[config.mk]
export PLATFORM = sky130hd
export DESIGN_NAME = ntt_butterfly_core
export DESIGN_NICKNAME = d
export VERILOG_FILES = /design/src/rtl/ntt_pkg.sv /design/src/rtl/ntt_butterfly.sv /design/src/rtl/ntt_butterfly_core.sv
export SDC_FILE = /design/constraint.sdc
export NUM_CORES = 1
export LEC_CHECK = 0
export ABC_AREA = 0
export BUFFER_PORTS_ARGS = -buffer_cell sky130_fd_sc_hd__buf_4
export CAP_MARGIN = 0
export CELL_PAD_IN_SITES_DETAIL_PLACEMENT = 0
export CELL_PAD_IN_SITES_GLOBAL_PLACEMENT = 1
export CORE_MARGIN = 3
export CORE_UTILIZATION = 45
export CTS_CLUSTER_DIAMETER = 80
export DETAILED_ROUTE_END_ITERATION = 16
export GPL_ROUTABILITY_DRIVEN = 0
export PLACE_DENSITY = 0.83
export SYNTH_ARGS = -nofsm -noshare
export SYNTH_HDL_FRONTEND = slang
export SYNTH_HIERARCHICAL = 1
export SYNTH_SLANG_ARGS = --single-unit
[constraint.sdc]
create_clock -name clk -period 50.6 [get_ports clk]
set_input_delay 12.65 -clock clk [delete_from_list [all_inputs] [get_ports clk]]
set_output_delay 12.65 -clock clk [all_outputs]
set_load 0.01 [all_outputs]
[src/rtl/ntt_pkg.sv]
// Shared constants, types and constant-derived twiddle tables for the iterative NTT core.
// Twiddles and modular inverses are computed at elaboration so only Q/OMEGA/N need editing.
package ntt_pkg;
   localparam int N     = 8;
   localparam int LOGN  = 3;
   localparam int WIDTH = 8;
   localparam int Q     = 17;
   localparam int OMEGA = 2;

   localparam int STAGE_W = $clog2(LOGN);
   localparam int BFLY_W  = LOGN - 1;

   typedef logic [WIDTH-1:0]             coef_t;
   typedef logic [2*WIDTH-1:0]           prod_t;
   typedef logic [WIDTH:0]               sum_t;
   typedef logic [N/2-1:0][WIDTH-1:0]    tw_tab_t;
   typedef coef_t                        coef_arr_t [N];

   typedef enum logic [1:0] {IDLE, COMPUTE, SCALE, DONE} state_t;

   function automatic int mod_inv(input int x);
      int r;
      r = 0;
      for (int i = 1; i < Q; i++) begin
         if ((x * i) % Q == 1) r = i;
      end
      return r;
   endfunction

   function automatic tw_tab_t make_twiddles(input int root);
      tw_tab_t t;
      int      acc;
      acc = 1;
      for (int i = 0; i < N/2; i++) begin
         t[i] = coef_t'(acc);
         acc  = (acc * root) % Q;
      end
      return t;
   endfunction

   localparam int      OMEGA_INV = mod_inv(OMEGA);
   localparam int      N_INV     = mod_inv(N);
   localparam tw_tab_t TW_FWD    = make_twiddles(OMEGA);
   localparam tw_tab_t TW_INV    = make_twiddles(OMEGA_INV);

   localparam coef_t              Q_C        = coef_t'(Q);
   localparam sum_t               Q_S        = sum_t'(Q);
   localparam prod_t              Q_P        = prod_t'(Q);
   localparam prod_t              N_INV_P    = prod_t'(N_INV);
   localparam logic [STAGE_W-1:0] LAST_STAGE = STAGE_W'(LOGN - 1);
   localparam logic [BFLY_W-1:0]  LAST_BFLY  = BFLY_W'(N/2 - 1);
endpackage

[src/rtl/ntt_butterfly.sv]
// Combinational Cooley-Tukey butterfly: y_a = a + w*b, y_b = a - w*b, both mod Q.
// Zero latency, no handshake; inputs are assumed already reduced below Q.
module ntt_butterfly
   import ntt_pkg::*;
(
   input  logic [WIDTH-1:0] a,
   input  logic [WIDTH-1:0] b,
   input  logic [WIDTH-1:0] w,
   output logic [WIDTH-1:0] y_a,
   output logic [WIDTH-1:0] y_b
);
   coef_t t;
   sum_t  sum;
   sum_t  diff;

   always_comb begin
      t    = coef_t'((prod_t'(w) * prod_t'(b)) % Q_P);
      sum  = {1'b0, a} + {1'b0, t};
      // Adding Q before subtracting keeps the difference non-negative.
      diff = {1'b0, a} + Q_S - {1'b0, t};
      y_a  = coef_t'(sum % Q_S);
      y_b  = coef_t'(diff % Q_S);
   end
endmodule

[src/rtl/ntt_butterfly_core.sv]
// In-place radix-2 NTT on a bit-reversed array, one butterfly per cycle; NTT_INVERSE_EN adds inverse + N^-1 scaling.
// out_valid 13 cycles after acceptance (14 inverse); one array in flight, in_ready low until output handshake.
module ntt_butterfly_core
   import ntt_pkg::*;
(
   input  logic             clk,
   input  logic             rst,
   input  logic             in_valid,
   output logic             in_ready,
`ifdef NTT_INVERSE_EN
   input  logic             inverse,
`endif
   input  logic [WIDTH-1:0] data_in [N-1:0],
   output logic             out_valid,
   input  logic             out_ready,
   output logic [WIDTH-1:0] data_out [N-1:0]
);
   state_t             state_q;
   state_t             state_d;
   coef_arr_t          a_q;
   logic [STAGE_W-1:0] stage_q;
   logic [BFLY_W-1:0]  bfly_q;
   logic [LOGN-1:0]    half;
   logic [LOGN-1:0]    low;
   logic [LOGN-1:0]    idx_j;
   logic [LOGN-1:0]    idx_k;
   logic [BFLY_W-1:0]  tw_idx;
   coef_t              w;
   coef_t              y_j;
   coef_t              y_k;
   logic               last_bfly;
`ifdef NTT_INVERSE_EN
   logic               inv_q;
`endif

   assign in_ready  = (state_q == IDLE);
   assign last_bfly = (stage_q == LAST_STAGE) && (bfly_q == LAST_BFLY);

   // Butterfly b of stage s pairs j with j+half; the twiddle exponent is the
   // position within the group, scaled so every stage indexes the same table.
   always_comb begin
      half   = LOGN'(1) << stage_q;
      low    = LOGN'(bfly_q) & (half - 1'b1);
      idx_j  = ((LOGN'(bfly_q) - low) << 1) + low;
      idx_k  = idx_j + half;
      tw_idx = BFLY_W'(low << (LAST_STAGE - stage_q));
   end

`ifdef NTT_INVERSE_EN
   assign w = inv_q ? TW_INV[tw_idx] : TW_FWD[tw_idx];
`else
   assign w = TW_FWD[tw_idx];
`endif

   ntt_butterfly u_bfly (
      .a   (a_q[idx_j]),
      .b   (a_q[idx_k]),
      .w   (w),
      .y_a (y_j),
      .y_b (y_k)
   );

   always_ff @(posedge clk) begin
      if (rst) state_q <= IDLE;
      else     state_q <= state_d;
   end

   always_comb begin
      state_d = state_q;
      case (state_q)
         IDLE:    if (in_valid) state_d = COMPUTE;
         COMPUTE: if (last_bfly) begin
`ifdef NTT_INVERSE_EN
            state_d = inv_q ? SCALE : DONE;
`else
            state_d = DONE;
`endif
         end
`ifdef NTT_INVERSE_EN
         SCALE:   state_d = DONE;
`endif
         DONE:    if (out_valid && out_ready) state_d = IDLE;
         default: state_d = IDLE;
      endcase
   end

   always_ff @(posedge clk) begin
      if (rst) begin
         for (int i = 0; i < N; i++) begin
            a_q[i]      <= '0;
            data_out[i] <= '0;
         end
         out_valid <= 1'b0;
         stage_q   <= '0;
         bfly_q    <= '0;
`ifdef NTT_INVERSE_EN
         inv_q     <= 1'b0;
`endif
      end else begin
         case (state_q)
            IDLE: if (in_valid) begin
               for (int i = 0; i < N; i++) a_q[i] <= coef_t'(data_in[i] % Q_C);
               stage_q <= '0;
               bfly_q  <= '0;
`ifdef NTT_INVERSE_EN
               inv_q   <= inverse;
`endif
            end
            COMPUTE: begin
               a_q[idx_j] <= y_j;
               a_q[idx_k] <= y_k;
               if (bfly_q == LAST_BFLY) begin
                  bfly_q  <= '0;
                  stage_q <= last_bfly ? '0 : stage_q + 1'b1;
               end else begin
                  bfly_q  <= bfly_q + 1'b1;
               end
            end
`ifdef NTT_INVERSE_EN
            SCALE: begin
               for (int i = 0; i < N; i++) a_q[i] <= coef_t'((prod_t'(a_q[i]) * N_INV_P) % Q_P);
            end
`endif
            // Result is registered one cycle after entering DONE, then frozen until taken.
            DONE: begin
               if (!out_valid) begin
                  out_valid <= 1'b1;
                  for (int i = 0; i < N; i++) data_out[i] <= a_q[i];
               end else if (out_ready) begin
                  out_valid <= 1'b0;
               end
            end
            default: ;
         endcase
      end
   end
endmodule

# Yosys cells after proc, flatten, opt, wreduce, memory -nomap -nowiden
# Memory sizes are Yosys's and may differ from the RTL's. A register that Yosys moved wholly into a read port is not among the register bits.
# Cells that the tools add are included.
[word_totals] ff_bits=7 mem_bits_rw=64 input_bits=68 out_inout_bits=66 word_cells=95 n_memories=1
[op_classes] n_addsub=10 multipliers=1 n_div=11 magnitude_cmp=1 n_eq_ne=8 shift=2 mux=37 n_bitwise=10 n_reduce_logical=10
[memory_table] name="a_q" depth=8 word_bits=8 rd=10 rd_clocked_by_memory_dff=8 write_ports=8 line="ntt_butterfly_core.sv:20" text="coef_arr_t a_q;"
[ops] operator="two-way mux 8 bit" count=11
[ops] operator="remainder unit 8 x 5 -> 8 bit (second input constant)" count=8
[ops] operator="remainder unit 9 x 5 -> 9 bit (second input constant)" count=2
[ops] operator="binary-select mux 8 bit (select 2 bit)" count=1
[ops] operator="remainder unit 16 x 5 -> 16 bit (second input constant)" count=1
[ops] operator="multiplier 8 x 8 -> 16 bit" count=1
[ops] operator="OR reduction 8 bit" count=2
[ops] operator="two-way mux 2 bit" count=7
[ops] operator="two-way mux 1 bit" count=13
[ops] operator="adder 8 x 5 -> 9 bit (second input constant)" count=1
[ops] operator="adder 8 x 8 -> 9 bit" count=1
[ops] operator="subtractor 9 x 8 -> 9 bit" count=1
[ops] operator="!= test 2 bit (second input constant)" count=4
[ops] operator="bitwise OR 1 bit" count=8
[ops] operator="one-hot mux 2 bit (2 select lines)" count=2
[ops] operator="adder 3 bit" count=2
[ops] operator="equality test 2 bit (second input constant)" count=3
[ops] operator="two-way mux 3 bit" count=2
[ops] operator="one-hot mux 2 bit (3 select lines)" count=1
[ops] operator="AND reduction 3 bit" count=2
[ops] operator="adder 2 x 1 -> 2 bit (second input constant)" count=2
[ops] operator="AND reduction 2 bit" count=2
[ops] operator="bitwise AND 2 x 3 -> 3 bit" count=1
[ops] operator="< comparator 2 x 3 -> 1 bit (second input constant)" count=1
[ops] operator="other kinds (10)" count=11

# Longest topological paths before layout
# An unclocked memory read counts as a cell.
[logic_depth] ltp_word=12 ltp_mapped=97 mapped_depth_nobuf=89

# By module
# The synthesis kept the hierarchy.
[by_module_without_submodules] mod="ntt_butterfly_core" n_inst=1 cells_per_inst=1756 area_each_um2=13644.3 seq_area_each_um2=3343.2
[by_module_without_submodules] mod="ntt_butterfly" n_inst=1 cells_per_inst=901 area_each_um2=6751.5 seq_area_each_um2=0.0

# Least setup slack after synthesis
# Ideal clock, no wire load.
[synth_timing] path_kind="register to register" from="reg stage_q[0]" to="mem a_q[6][2] (netlist bit) (data pin)" setup_ns=0.256 arrival_ns=20.096 required_ns=50.344 slack_ns=30.249 path_stages_with_launch=91 path_buffers=3 synth_period_minus_slack_ns=20.351 path_cell_list="dfxtp_1 > inv_1 > ha_1 > clkbuf_1 > xnor2_1 > nand2_1 > inv_1 > ha_1 > clkinv_1 > fa_1 > xnor2_1 > xnor2_2 > buf_2 > mux4_2 > mux2_2 > and2_1 > fa_1 > inv_1 > [55 not listed] > nor2_1 > nand2_1 > a21o_1 > nor2b_1 > maj3_1 > xnor2_1 > o21ai_1 > nand3_1 > nand2_1 > xor2_1 > nand3_1 > o21ai_1 > nor2_1 > a211o_1 > buf_1 > nand3_1 > nand2_1 > a31o_2"
[synth_lines] element="start: declaration" line="ntt_butterfly_core.sv:21" text="logic [STAGE_W-1:0] stage_q;"
[synth_lines] element="start signal: assignment" line="ntt_butterfly_core.sv:114" text="stage_q <= last_bfly ? '0 : stage_q + 1'b1;"
[synth_lines] element="end: declaration" line="ntt_butterfly_core.sv:20"

==> flow_results.org <==
** Global route
- Entering global routing, the biggest net connects 80 pins.
- The first global-routing pass estimated between 90000 and 100000 µm of wire.
- The number of global-route vias before repair is about 19000.
- The initial antenna violation count is 1.
- The total overflow left after global routing is 0.
- GRT Resource Usage Total :: around a quarter

** Timing
- Highest attainable clock frequency :: 42.24 MHz
- Time the final worst path needs with I/O delays and setup :: 23.67 ns
- Count of final setup violators :: 0
- Of the available clock period, the critical path in the final layout requires roughly 47%.
- At the pin with the least slew margin, the transition time is 1.274 ns.
- In this run the tightest slew margin relative to its limit is between 10% and 20%.
- Minimum setup slack in the final design :: 26.93 ns
- Unrepaired setup endpoints after global routing :: false
- The number of pins exceeding their max-slew limit in the final report came to 0.
- The final count of hold timing violations was 0.
- Post-route clock skew :: between 0.01 and 0.015 ns
- In the final timing run, aggregate negative setup slack is 0 ns.

** Floorplan
- The die is between 200 and 250 µm wide.
- roughly 130 I/O pins were placed.
- Total Die Area :: 47920 µm²
- Initial Utilization :: ~46%
- CORE AREA :: ~45000 µm²
- The floorplan step set the die height to approximately 220 µm.
- Std-Cell Rows :: a little under 80

** Clocking
- Maximum root-to-sink buffer count :: 2
- TritonCTS sink count :: about 140
- TritonCTS clock tree :: yes
- Postcts setup bufs :: 0
- In this run, post-CTS repair resized a total of 0 instances.
- Clock slew seen by the registers of the worst setup and hold paths :: roughly 0.06 ns
- In this run, post-CTS hold repair placed 0 buffers.
- Clock insertion delay at the later pin of the skew report :: ~0.44 ns
- The H-tree was split into 4 levels.
- The cell sitting at the root of the clock tree is a clkbuf_16.
- Number of clock buffers inserted by TritonCTS :: 17

** Setup path
- Longest individual stage delay on the worst path :: between 0.8 and 0.9 ns
- Buffers plus inverters on the worst setup path :: 9
- Type of element launching the critical path :: flop
- The critical path in this run is classified as reg2reg.
- Among cell families on the critical path, the largest total delay comes from compound AO/OA/AOI/OAI gates.
- Endpoint required time on the critical path :: between 50 and 60 ns
- Worst path arrival time :: 23.95 ns
- Worst Path Max Fanout :: 12
- On the critical path, the stage with the largest delay is an instance of xnor2_1.
- Cell repeated most along the worst path :: xnor2_1
- STA classifies the critical path endpoint as a flop.

** Cells and area
- The number of antenna diodes in the final layout is 0.
- The net count of the finished layout is 2973.
- Share of layout cells above drive strength 1 :: about an eighth
- Fillers :: 4399
- Compared with the post-synthesis result, the final layout area differs by 10.16%.

** Logic synthesis
- Cell type with the largest total area after synthesis :: edfxtp_1
- The number of different library cells used by synthesis comes to approximately 140.
- Number of standard cells after synthesis :: about 2700
- Post-synthesis sequential area ratio :: 16.39%
- Portion of synthesized cell area occupied by the leading cell type :: a little under a tenth
- Largest cells by area after synthesis :: edfxtp_1 9.4%, ha_1 7.4%, dfxtp_1 7.0%
- Post-Synthesis Cell Area :: about 20000 µm²
- The average instance in the mapped netlist occupies around 7.7 µm².
- After synthesis, the share of flip-flops with an asynchronous set or reset is 0%.
- Flip-flop and latch count after synthesis :: ~140
- Number of synthesis warnings :: 6
- Dominant register cell in the synthesized netlist :: dfxtp_1
- Number of enable-type register cells in the synthesized netlist :: 64

** Job
- Max-cap violation count :: 0

** Drt
- Number of vias per cell after detailed routing :: between 6 and 7
- Per-cell routed wire length :: 18.68 µm
- Drt initial violations :: 1808
- Number of remaining DRC errors :: 0
- Total number of vias :: roughly 21000
- Once detail routing completed, the nets flagged for antenna violations numbered 0.
- Detailed Route WL :: between 60000 and 70000 µm
- Drt first pass iters :: 6

** Placement
- Worst slack at placement :: approximately 27 ns
- The count of buffers added on input and output ports is about 130.
- Detailed placement finished with a half-perimeter wire length of slightly below 50000 µm.

** Run status
- The flow ran to the end, and the final reports show no timing, DRC or antenna violations.

** Hold path
- Type of the tightest min-delay check :: reg2reg
-- final cells by class --
class,instances,area [µm²],area share (%)
inverters,153,574.3,2.556
clock buffers,22,496.7,2.211
repair buffers,148,1111,4.945
well taps,592,740.7,3.297
clock inverters,10,88.84,0.3954
flip-flops and latches,135,3343,14.88
multi-input cells,2290,16110,71.72
-- cell families after synthesis --
logic type / count (synthesis) / synth area share, %
AO/OA/AOI/OAI: 828 / 27.78
other: 2 / 0.03682
multiplexers: 119 / 7.766
AND/OR/NAND/NOR: 1003 / 24.96
adder cells (fa/ha/maj): 163 / 11.40
flip-flops: 135 / 16.39
XOR/XNOR: 144 / 6.429
buffers and inverters: 263 / 5.233
-- worst register-to-register path, delay by kind of cell, from the launching register on --
family,cells,cell delay (ns)
buffers and inverters,9,0.98
and+or+nand+nor,21,3.85
xor gates and xnor gates,10,3.17
DFF,1,0.42
AOI/OAI and AO/OA,24,6.54
muxes,7,2.73
adders and majority gates,15,5.82
-- routing by layer --
layer | up-vias | share of wire, % | GRT usage, %
li1 | 9925 | - | -
met1 | 9690 | 43 | 33.28
met3 | 147 | 6.0 | 2.520
met5 | - | 0.021 | 0
met4 | 2 | 3.5 | 8.555
met2 | 755 | 48 | 43.10
-- state kept, by name (all words and copies together), names as in the netlist --
register	flops
a_q	64
bfly_q	2
data_out	64
out_valid	1
stage_q	2
state_q	2
-- cells in the mapped netlist (11+ instances only) --
library cell  number
nand2_1          318
and3_1            34
o2111ai_1         14
fa_1              39
a211o_1           22
a221oi_1          17
a21boi_0          12
dfxtp_1           71
a22oi_1           29
ha_1             121
or2_2             17
xor2_1            40
mux2i_1           60
nand4_1           17
or3_1             17
mux2_2            30
o21bai_1          15
o22ai_1           20
a211oi_1          26
inv_1            150
a32oi_1           13
and2_1            84
nor2_1           192
buf_1             11
xnor2_1          100
edfxtp_1          64
o21ai_1           35
mux4_2            28
o31ai_1           17
nand3b_1          12
a21oi_1          234
a31oi_1           30
nand2b_1          37
nor2b_1           33
o211ai_1          23
o21a_1            23
nor3_1            66
clkbuf_1          77
nand3_1           74
o21ai_0          119
buf_2             13
a21o_1            40
nor4_1            14
-- stage by stage --
step	std cells	instance area, µm²	hold WS [ns]	utilization [%]
4_1_cts	3350	22470	0.4569	50.48
6_report	3350	22470	0.4540	50.48
3_3_place_gp	3318	21880	0.4479	49.17
2_1_floorplan	2688	20510	0.4784	-
5_1_grt	3350	22470	0.4809	50.48
3_5_place_dp	3318	21880	0.4495	49.17
-- final timing paths --
check	startpoint	end	slack, ns	cells after the start
setup / recovery	stage_q[0]$_SDFFE_PP0P_	a_q[1][3]$_DFFE_PP_	26.93	86
hold / removal	data_out[36]$_SDFFE_PP0P_	data_out[36]$_SDFFE_PP0P_	0.45	2
setup reg to reg	stage_q[0]$_SDFFE_PP0P_	a_q[1][3]$_DFFE_PP_	26.93	86
hold reg to reg	data_out[36]$_SDFFE_PP0P_	data_out[36]$_SDFFE_PP0P_	0.45	2
-- layout by cell type, fill, tap and decap left out, types with 20 or more instances in the layout --
cell type / count
o21ai_0: 117
mux4_2: 28
and3_1: 34
and2_1: 84
xnor2_1: 100
a211oi_1: 26
buf_4: 148
dfxtp_1: 71
ha_1: 121
xor2_1: 40
a21oi_1: 234
a21o_1: 40
o211ai_1: 23
o21a_1: 23
nor2_1: 189
mux2_2: 30
nand3_1: 74
edfxtp_1: 64
conb_1: 33
inv_1: 150
o21ai_1: 37
a211o_1: 22
a22oi_1: 29
nand2b_1: 37
nor2b_1: 33
a31oi_1: 30
mux2i_1: 60
fa_1: 39
nand2_1: 318
o22ai_1: 20
nor3_1: 66
Power is not shown: default switching activity piles up to over one toggle a cycle in this logic, so the estimate is an artifact.
